**config.mk**
```make
export PLATFORM = sky130hd
export DESIGN_NAME = row_span_renderer
export DESIGN_NICKNAME = d
export VERILOG_FILES = /design/src/rtl/row_span_renderer.sv
export SDC_FILE = /design/constraint.sdc
export NUM_CORES = 1
export LEC_CHECK = 0
export ABC_CLOCK_PERIOD_IN_PS = 5250
export CORE_MARGIN = 3
export CORE_UTILIZATION = 35
export CTS_CLUSTER_SIZE = 25
export DETAILED_ROUTE_END_ITERATION = 6
export PLACE_DENSITY = 0.65
export SYNTH_ARGS = -nofsm -noshare
export SYNTH_HDL_FRONTEND = slang
export SYNTH_SLANG_ARGS = --single-unit
```
**constraint.sdc**
```tcl
create_clock -name clk -period 5.25 [get_ports clk]
set_input_delay 1.05 -clock clk [delete_from_list [all_inputs] [get_ports clk]]
set_output_delay 1.05 -clock clk [all_outputs]
set_load 0.02 [all_outputs]
```
**src/rtl/row_span_renderer.sv**
```systemverilog
// Sequences the per-row wall tracer (run strobe + row index), captures its side/size
// result at the end of each trace line, and renders that span as the next display line.
module row_span_renderer #(
  parameter int unsigned H_VIEW    = 640,
  parameter int unsigned H_TOTAL   = 800,
  parameter int unsigned V_ROWS    = 480,
  parameter int unsigned V_TOTAL   = 525,
  parameter int unsigned RUN_GAP   = 3,
  parameter logic [5:0]  CEIL_COL  = 6'b010101,
  parameter logic [5:0]  FLOOR_COL = 6'b101010,
  parameter logic [5:0]  WALL_COL0 = 6'b110000,
  parameter logic [5:0]  WALL_COL1 = 6'b100000
) (
  input  logic        clk,
  input  logic        reset,
  input  logic [9:0]  i_hpos,
  input  logic [9:0]  i_vpos,
  input  logic        i_side,
  input  logic [10:0] i_size,
  output logic        o_run,
  output logic [9:0]  o_row,
  output logic [5:0]  o_rgb,
  output logic        o_wall
);

  localparam logic [9:0] H_VIEW_W   = 10'(H_VIEW);
  localparam logic [9:0] H_LAST     = 10'(H_TOTAL - 1);
  localparam logic [9:0] RUN_LAST   = 10'(H_TOTAL - 1 - RUN_GAP);
  localparam logic [9:0] V_ROWS_W   = 10'(V_ROWS);
  localparam logic [9:0] V_ROW_LAST = 10'(V_ROWS - 1);
  localparam logic [9:0] V_PRE_LAST = 10'(V_ROWS - 2);
  localparam logic [9:0] V_LAST     = 10'(V_TOTAL - 1);
  localparam logic [9:0] CENTER     = 10'(H_VIEW / 2);

  logic        run_q, run_d;
  logic [9:0]  row_q, row_d;
  logic [5:0]  rgb_q, rgb_d;
  logic        wall_q, wall_d;
  logic [10:0] size_q, size_d;
  logic        side_q, side_d;
  logic        valid_q, valid_d;

  logic        trace_line;
  logic        line_end;
  logic        capture;
  logic        clear;
  logic        visible;
  logic [9:0]  half;
  logic [9:0]  span_top;
  logic [9:0]  span_bot;
  logic        in_span;

  // The last blanking line traces row 0; visible lines 0..V_ROWS-2 trace the row below.
  always_comb begin
    trace_line = (i_vpos == V_LAST) || (i_vpos <= V_PRE_LAST);
    line_end   = (i_hpos == H_LAST);
    capture    = trace_line && line_end;
    clear      = (i_vpos == V_ROW_LAST) && line_end;
    visible    = (i_hpos < H_VIEW_W) && (i_vpos < V_ROWS_W);
  end

  always_comb begin
    half = size_q[10:1];
    if (half >= CENTER) begin
      span_top = 10'd0;
      span_bot = H_VIEW_W;
    end else begin
      span_top = CENTER - half;
      span_bot = CENTER + half;
    end
    in_span = valid_q && (i_hpos >= span_top) && (i_hpos < span_bot);
  end

  always_comb begin
    run_d = trace_line && (i_hpos <= RUN_LAST);

    if (trace_line) begin
      if (i_vpos == V_LAST) begin
        row_d = 10'd0;
      end else begin
        row_d = i_vpos + 10'd1;
      end
    end else begin
      row_d = row_q;
    end

    // Clear takes priority; the clearing line is never a trace line anyway.
    if (clear) begin
      size_d  = 11'd0;
      side_d  = side_q;
      valid_d = 1'b0;
    end else if (capture) begin
      size_d  = i_size;
      side_d  = i_side;
      valid_d = 1'b1;
    end else begin
      size_d  = size_q;
      side_d  = side_q;
      valid_d = valid_q;
    end

    if (!visible) begin
      rgb_d  = 6'd0;
      wall_d = 1'b0;
    end else if (in_span) begin
      rgb_d  = side_q ? WALL_COL1 : WALL_COL0;
      wall_d = 1'b1;
    end else if (i_hpos < CENTER) begin
      rgb_d  = CEIL_COL;
      wall_d = 1'b0;
    end else begin
      rgb_d  = FLOOR_COL;
      wall_d = 1'b0;
    end
  end

  always_ff @(posedge clk or negedge reset) begin
    if (!reset) begin
      run_q   <= 1'b0;
      row_q   <= 10'd0;
      rgb_q   <= 6'd0;
      wall_q  <= 1'b0;
      size_q  <= 11'd0;
      side_q  <= 1'b0;
      valid_q <= 1'b0;
    end else begin
      run_q   <= run_d;
      row_q   <= row_d;
      rgb_q   <= rgb_d;
      wall_q  <= wall_d;
      size_q  <= size_d;
      side_q  <= side_d;
      valid_q <= valid_d;
    end
  end

  assign o_run  = run_q;
  assign o_row  = row_q;
  assign o_rgb  = rgb_q;
  assign o_wall = wall_q;

endmodule

```
-- Word level (Yosys, flattened, before mapping)
Cells that the tools add are included.
- logic and storage cells: 44
- flip-flop bits (word level): 31
- bitwise logic cells: 1
- add/subtract/negate cells: 3
- equal/unequal tests: 3
- reduce and logical (&&, ||, !) cells: 9
- $lt $le $gt $ge: 8
- multiplexer cells: 13
- operators by type and width (operator ; number):
    10-bit two-way mux ; 3
    11-bit two-way mux ; 2
    10-bit equality test (second input constant) ; 2
    10-bit by 9-bit < comparator with 1-bit output (second input constant) ; 2
    6-bit two-way mux ; 3
    10-bit by 1-bit adder with 10-bit output (second input constant) ; 1
    9-bit by 10-bit adder with 10-bit output (first input constant) ; 1
    10-bit by 9-bit equality test with 1-bit output (second input constant) ; 1
    10-bit >= comparator ; 1
    10-bit by 9-bit >= comparator with 1-bit output (second input constant) ; 1
    10-bit <= comparator (second input constant) ; 1
    10-bit by 9-bit <= comparator with 1-bit output (second input constant) ; 1
    10-bit < comparator ; 1
    10-bit < comparator (second input constant) ; 1
    9-bit by 10-bit subtractor with 10-bit output (first input constant) ; 1
    1-bit logical AND ; 6
    5-bit two-way mux ; 1
    1-bit two-way mux ; 4
    2-bit AND reduction ; 1
    2-bit nonzero test ; 1
    1-bit logical OR ; 1
    1-bit NOT ; 1

-- Logic depth before layout (Yosys ltp)
Gate-level depths: netlist (run 1).
- depth after elaboration: 7
- mapped depth: 16
- gate-level depth less buffers: 15

-- Worst setup path after synthesis (run 1)
OpenSTA, ideal clock, no wires.
- path type: flip-flop to flip-flop
- from: register size_q[1]
- to: register rgb_q[4] (netlist: o_rgb[4])
- library setup time: 92 ps
- required time: 5158 ps
- stages on the path, launching flop included: 16
- slack: 2167 ps
- buffers on the path: 0
- arrival: 2991 ps
- cells stage by stage: dfrtp_1 > inv_1 > ha_1 > or3b_1 > nor3_2 > nand2_1 > nand2_1 > a21oi_2 > and2_1 > ha_1 > nand2b_1 > a21oi_1 > o221ai_1 > a221o_1 > and3_4 > o31ai_2
- word-level cells in the longest chain between the ends: 7
- ends and longest elaborated chain (what ; line ; RTL):
    from (decl) ; 39 ; logic [10:0] size_q, size_d;
    from (signal assigned) ; 131 ; size_q <= size_d;
    9-bit by 10-bit subtractor with 10-bit output / 10-bit by 9-bit >= comparator with 1-bit output (equally long branches) ; 68, 64 ;
    10-bit two-way mux ; 64 ; if (half >= CENTER) begin
    10-bit >= comparator ; 71 ; in_span = valid_q && (i_hpos >= span_top) && (i_hpos < span_bot);
    1-bit logical AND ; 71 ;
    1-bit logical AND * ; 71 ;
    6-bit two-way mux * ; 105 ; end else if (in_span) begin
    6-bit two-way mux * ; 102 ; if (!visible) begin
    named net rgb_d[4] ; 37 ; logic [5:0] rgb_q, rgb_d;
    to (signal assigned) ; 129 ; rgb_q <= rgb_d;
    to (decl) ; 37 ;
Mark *: on every way through the listed nets, which the timed path passes. The rest lies on a longest branch.
A chain may end at the register's enable or synchronous reset.

-- Worst setup path in the final report (run 1)
- from: register size_q[2]
- to: register rgb_q[4] (netlist: o_rgb[4])
The elaborated chain is that of the path after synthesis.

==> summary.txt, run 1 <==
Status
  • Outcome: complete, no violations

STA
  • RSZ-0062 raised after global routing: no
  • Fin crit period: 3496 ps
  • Final hold vios: 0
  • Clk_skew: 2.861 ps
  • Setup TNS: 0 ps
  • Final setup vio count: 0
  • Slew Viols, Final: 0
  • Peak Freq: 286.1 MHz
  • Worst slew margin: 51.32%
  • Final period utilization: 66.58%
  • Least-Margin Pin Slew: 727.0 ps

Synthesis
  • Synthesized flop and latch total: 28
  • Synth area leader: dfrtp_1
  • Mapped Cells: 208
  • Post-synthesis cell area: 2023 µm²
  • Number of distinct library cells after synthesis: 46
  • Register area share after synthesis: 34.63%
  • Post-synth top cells: dfrtp_1 (28), nand2_1 (27), ha_1 (26)
  • Synth area leaders: dfrtp_1 (35%), ha_1 (16%), nand2_1 (5.0%)
  • Post-synthesis net count: 268
  • Number of synthesized flops with an enable pin: 0
  • Avg Inst Size Synth: 9.727 µm²
  • Most numerous cell in the Yosys netlist: dfrtp_1
  • Synth top area share: 34.63%
  • Yosys warnings: 0
  • Async SR Flop Fraction: 100.0%
  • Ys flop type: dfrtp_1

Placement
  • Final GP Congestion: 0.7600
  • Final HPWL DP: 3.468 mm
  • Placed cell areas: 2585 µm²
  • Number of port buffers: 50

Routing
  • DRT iter0 DRCs: 99
  • Total number of vias: 1649
  • Via/cell ratio: 4.997
  • Drt drc: 0
  • Wire length per cell: 13.02 µm
  • DRT antenna net count: 0
  • Routed WL: 4.295 mm
  • TritonRoute pass-1 iters: 4

Final layout
  • # diodes: 0
  • Filler cell count: 539
  • Design Area, Final: 2656 µm²
  • Area grow syn2layout: 31.29%
  • Ratio of cells with drive above 1 in the final layout: 6.589%
  • Fin nets: 319

GRT
  • Overflow after GRT: 0
  • First-pass GRT wire length: 7.224 mm
  • Largest net degree at the start of global routing: 29
  • Vias in the first global route: 1597
  • Total global-route track usage: 13.48%
  • Initial antenna violation count: 0

Worst setup path
  • WS Path Type: flop to flop
  • CP startpoint kind: flop
  • Reg-to-Reg End: o_rgb[4]
  • FF-to-FF Start: size_q[2]
  • CP required: 5440 ps
  • CP max stage delay: 440 ps
  • Crit path DAT: 3690 ps
  • Slowest cell on crit path: dfrtp_1
  • CP endpoint kind: flop
  • CP Max Fanout: 16
  • Critical Path, Cell by Cell: inv_1 -> ha_1 -> or3b_1 -> nor3_2 -> nand2_1 -> nand2_1 -> a21oi_2 -> and2_1 -> ha_1 -> nand2b_1 -> a21oi_1 -> o221ai_1 -> a221o_1 -> and3_4 -> o31ai_2
  • Worst R2R Setup Slack: 1750 ps
  • Worst R2R Path Depth: 15

Min path
  • Hold_sp: o_row[2]
  • Worst Hold Class: flop to flop
  • Hold EP: o_row[2]
  • Hold path depth: 2

Floorplan
  • Die height: 82.03 µm
  • I/O Pins: 52
  • DIE WIDTH: 82.03 µm
  • Row count: 27
  • Die area: 6729 µm²
  • Core area: 5540 µm²
  • Initial core utilization: 36.52%

Clock tree
  • Hold_buf cts: 0
  • TritonCTS Buffers: 3
  • Htree depth: 1
  • Clk_lat worst skew: 270 ps
  • Clk root buf: clkbuf_8
  • Clock buffer depth: 2
  • CTS clk-pin slew, worst paths: 100 ps
  • CTS sink cnt: 28
  • Post-CTS Setup Repair Bufs: 0
  • Post-CTS sizing: 0
  • TritonCTS clock tree: done

Run
  • Max cap viols: 0

Pwr
  • Lkg Pwr: 1.166 nW
  • Pwr Density: 201.5 nW/µm²
  • Max IR drop VDD: 0.1711 mV
[through the flow]
stage          utilization, %  worst slack (ps)  std cells  power [mW]  hold slack, ps
2_1_floorplan               -              2167        208      0.3024           481.4
3_3_place_gp            46.66              1554        326      0.3695           465.6
3_5_place_dp            46.66              1525        326      0.3716           475.4
4_1_cts                 47.94              1726        330      0.5439           499.3
5_1_grt                 47.94              1479        330      0.5682           532.3
6_report                47.94              1754        330      0.5354           488.9
[registers in the layout, summed over array words and instances (netlist names)]
name     flops
o_row       10
size_q      10
o_rgb        4
o_run        1
o_wall       1
side_q       1
valid_q      1
[report_power, final]
part           switching, mW  internal (mW)  leakage [nW]
logic                 0.0654         0.0672         0.760
clock network         0.0675          0.102        0.0357
registers            0.00645          0.227         0.370
total                  0.139          0.396          1.17
[cell families after synthesis]
kind of cell	share of synthesized area (%)
AO/OA/AOI/OAI	19.17
adder cells (fa/ha/maj)	16.08
XOR/XNOR	5.195
buffers and inverters	3.277
flip-flops	34.63
multiplexers	0.5565
AND/OR/NAND/NOR	21.09
[cell type report]
cell class,instances,area [µm²],share of cell area (%)
repair buffers,51,508.0,19.12
inverters,8,30.03,1.130
clock inverters,1,30.03,1.130
flip-flops and latches,28,700.7,26.38
multi-input cells,167,1256,47.29
well taps,72,90.09,3.391
clock buffers,3,41.29,1.554
[cells in the final DEF (no fill, tap or decap), types with 6 or more instances in the layout]
cell / netlist / routed
nand2_1: 27 / 27
nor2_1: 9 / 9
ha_1: 26 / 26
inv_1: 8 / 8
a21o_1: 6 / 6
a21oi_1: 6 / 6
a22o_1: 10 / 10
nand3_1: 8 / 8
clkdlybuf4s50_1: 0 / 50
dfrtp_1: 28 / 28
xnor2_1: 7 / 7
o21ai_0: 13 / 13
[metal layers]
metal  wire, µm  share of wire [%]  GRT usage [%]  vias to the layer above
li1           -                  -              -                      867
met1       2113                 49          20.31                      739
met2       1892                 44          20.11                       37
met3        227                5.3          2.193                        6
met4         61                1.4          2.824                        0
met5          0                  0              0                        -
[how the worst max path moves through the flow]
stage	start	endpoint	slack (ps)	cells past startpoint
finish	size_q[2]	o_rgb[4]	1750	15
global route	size_q[1]	o_rgb[4]	1480	15
CTS	size_q[2]	o_rgb[4]	1730	15
detailed placement	i_vpos[0]	side_q	1520	8
global placement	i_vpos[0]	side_q	1550	8
floorplan	size_q[1]	o_rgb[4]	2170	15
[critical path, delay by kind of cell, from the launching register on]
| family | cells | cell delay, ps |
|---|---|---|
| compound gates | 5 | 1100 |
| fa+ha+maj | 2 | 420 |
| buf+inv | 1 | 80 |
| flops | 1 | 440 |
| simple gates | 7 | 1370 |
Note: power is estimated with default switching activity, not from simulation.
==> inputs of run 2 (changes only) <==
--- a/config.mk
+++ b/config.mk
@@ -5,7 +5,7 @@
 export SDC_FILE = /design/constraint.sdc
 export NUM_CORES = 1
 export LEC_CHECK = 0
-export ABC_CLOCK_PERIOD_IN_PS = 5250
+export ABC_CLOCK_PERIOD_IN_PS = 3500
 export CORE_MARGIN = 3
 export CORE_UTILIZATION = 35
 export CTS_CLUSTER_SIZE = 25
==> constraint.sdc (replaced) <==
create_clock -name clk -period 3.5 [get_ports clk]
set_input_delay 0.7 -clock clk [delete_from_list [all_inputs] [get_ports clk]]
set_output_delay 0.7 -clock clk [all_outputs]
set_load 0.02 [all_outputs]
==> summary.txt, run 2 (synthesis gave the netlist of run 1 again) <==
Routing
  • TritonRoute pass-1 iters: 4
  • Via/cell ratio: 5.030
  • DRT antenna net count: 0
  • Total number of vias: 1700
  • Drt drc: 0
  • Routed WL: 4.434 mm
  • Wire length per cell: 13.12 µm
  • DRT iter0 DRCs: 49

STA
  • Peak Freq: 298.6 MHz
  • Final hold vios: 0
  • Min Hold Slack: 489.5 ps
  • Least-Margin Pin Slew: 721.8 ps
  • Fin crit period: 3348 ps
  • Clk_skew: 4.694 ps
  • Slew Viols, Final: 0
  • Worst slew margin: 51.25%
  • Final setup vio count: 0
  • Final period utilization: 95.67%

Clock tree
  • Clock buffer depth: 2
  • CTS clk-pin slew, worst paths: 100 ps
  • Clk root buf: clkbuf_8
  • Clk_lat worst skew: 280 ps
  • Htree depth: 1
  • Hold_buf cts: 0
  • TritonCTS Buffers: 3
  • CTS sink cnt: 28
  • TritonCTS clock tree: done

Pwr
  • Clk pwr share: 31.6%
  • Switch share: 26.23%
  • Total power: 0.8131 mW
  • Comb power frac: 25.4%
  • Max IR drop VDD: 0.1423 mV
  • Pwr Density: 297.0 nW/µm²
  • Seq pwr share: 43.1%
  • Internal power: 0.5998 mW
  • Lkg Pwr: 1.209 nW
  • NetSw: 0.2133 mW

Final layout
  • Area grow syn2layout: 35.31%
  • Most frequent cells in the layout: clkdlybuf4s50_1 (50), dfrtp_1 (28), nand2_1 (26), ha_1 (26), o21ai_0 (13)
  • Final Core Density: 49.41%
  • Commonest non-fill, non-tap cell in the layout: clkdlybuf4s50_1
  • # diodes: 0
  • Fin nets: 327
  • Design Area, Final: 2738 µm²
  • Ratio of cells with drive above 1 in the final layout: 10.53%

Worst setup path
  • CP startpoint kind: flop
  • Critical Path, Cell by Cell: inv_1 -> ha_1 -> or3b_4 -> nor3_4 -> nand2_1 -> nand2_2 -> a21oi_4 -> and2_4 -> ha_1 -> nand2b_1 -> a21oi_1 -> o221ai_1 -> a221o_1 -> and3_4 -> o31ai_2
  • CP Max Fanout: 7
  • WS Path Type: flop to flop
  • CP required: 3700 ps
  • Worst path buffer plus inverter count: 1
  • CP endpoint kind: flop
  • Slowest cell on crit path: dfrtp_1
  • Crit path DAT: 3540 ps
  • CP most frequent cell: ha_1
  • CP max stage delay: 420 ps
  • CP top delay family: simple AND/OR/NAND/NOR gates
  • Worst R2R Setup Slack: 150 ps

Placement
  • Final HPWL DP: 3.522 mm
  • Number of port buffers: 50
  • Placed cell areas: 2615 µm²
  • Final GP Congestion: 0.7759

GRT
  • First-pass GRT wire length: 7.693 mm
  • Overflow after GRT: 0
  • Largest net degree at the start of global routing: 29
  • Vias in the first global route: 1641
  • Total global-route track usage: 14.48%
  • Initial antenna violation count: 0

Floorplan
  • Row count: 27
  • Die area: 6729 µm²
  • Initial core utilization: 36.52%
  • Core area: 5540 µm²
  • I/O Pins: 52
  • Die height: 82.03 µm
  • DIE WIDTH: 82.03 µm

Status
  • Outcome: complete, no violations

Run
  • Max cap viols: 0

Min path
  • Worst Hold Class: flop to flop
[run 2: area by class of cell]
type	count	area (µm²)
inverters	8	30.03
clock buffers	3	41.29
repair buffers	59	568.0
clock inverters	1	30.03
well taps	72	90.09
flip-flops and latches	28	700.7
multi-input cells	167	1277
fillers	548	2803
[run 2: stage by stage]
stage,instances,setup TNS (ps),setup slack [ps]
6_report,338,0,151.6
5_1_grt,338,-23.31,-23.31
4_1_cts,334,0,161.1
3_5_place_dp,330,0,183.9
3_3_place_gp,330,0,260.4
2_1_floorplan,208,0,417.0
[run 2: path summary, 6_finish.rpt]
path,startpoint,end,cells after the start
worst max-delay path,size_q[2],o_rgb[4],15
worst min-delay path,o_row[6],o_row[6],2
worst max register to register,size_q[2],o_rgb[4],15
worst min register to register,o_row[6],o_row[6],2
max in group asynchronous,reset,size_q[7],2
min in group asynchronous,reset,o_row[6],2
[run 2: metal layers]
layer	vias to the layer above	GRT usage, %	part of all wire [%]
met4	0	3.987	0.70
met2	26	22.05	45
met1	794	21.27	51
met3	2	1.974	2.9
met5	-	0	0
li1	878	-	-
[run 2: worst reg2reg max path, delay by kind of cell, from the launching register on]
kind	cells	cell delay [ps]
flops	1	420
buf+inv	1	70
fa+ha+maj	2	420
simple gates	7	1330
compound gates	5	1040
[run 2: what timing repair did]
| action | 4_1_cts | 5_1_grt |
|---|---|---|
| endpoints found under the setup margin | 0 | 2 |
| gates resized for setup | 0 | 5 |
| buffers inserted | 0 | 4 |
[run 2: power by group through the flow]
stage	combinational, mW	clock (mW)	sequential, mW
after CTS	0.204	0.267	0.350
after detailed placement	0.203	0	0.357
after global placement	0.200	0	0.356
after global routing	0.232	0.280	0.352
after floorplan	0.0788	0	0.375
final	0.206	0.257	0.350
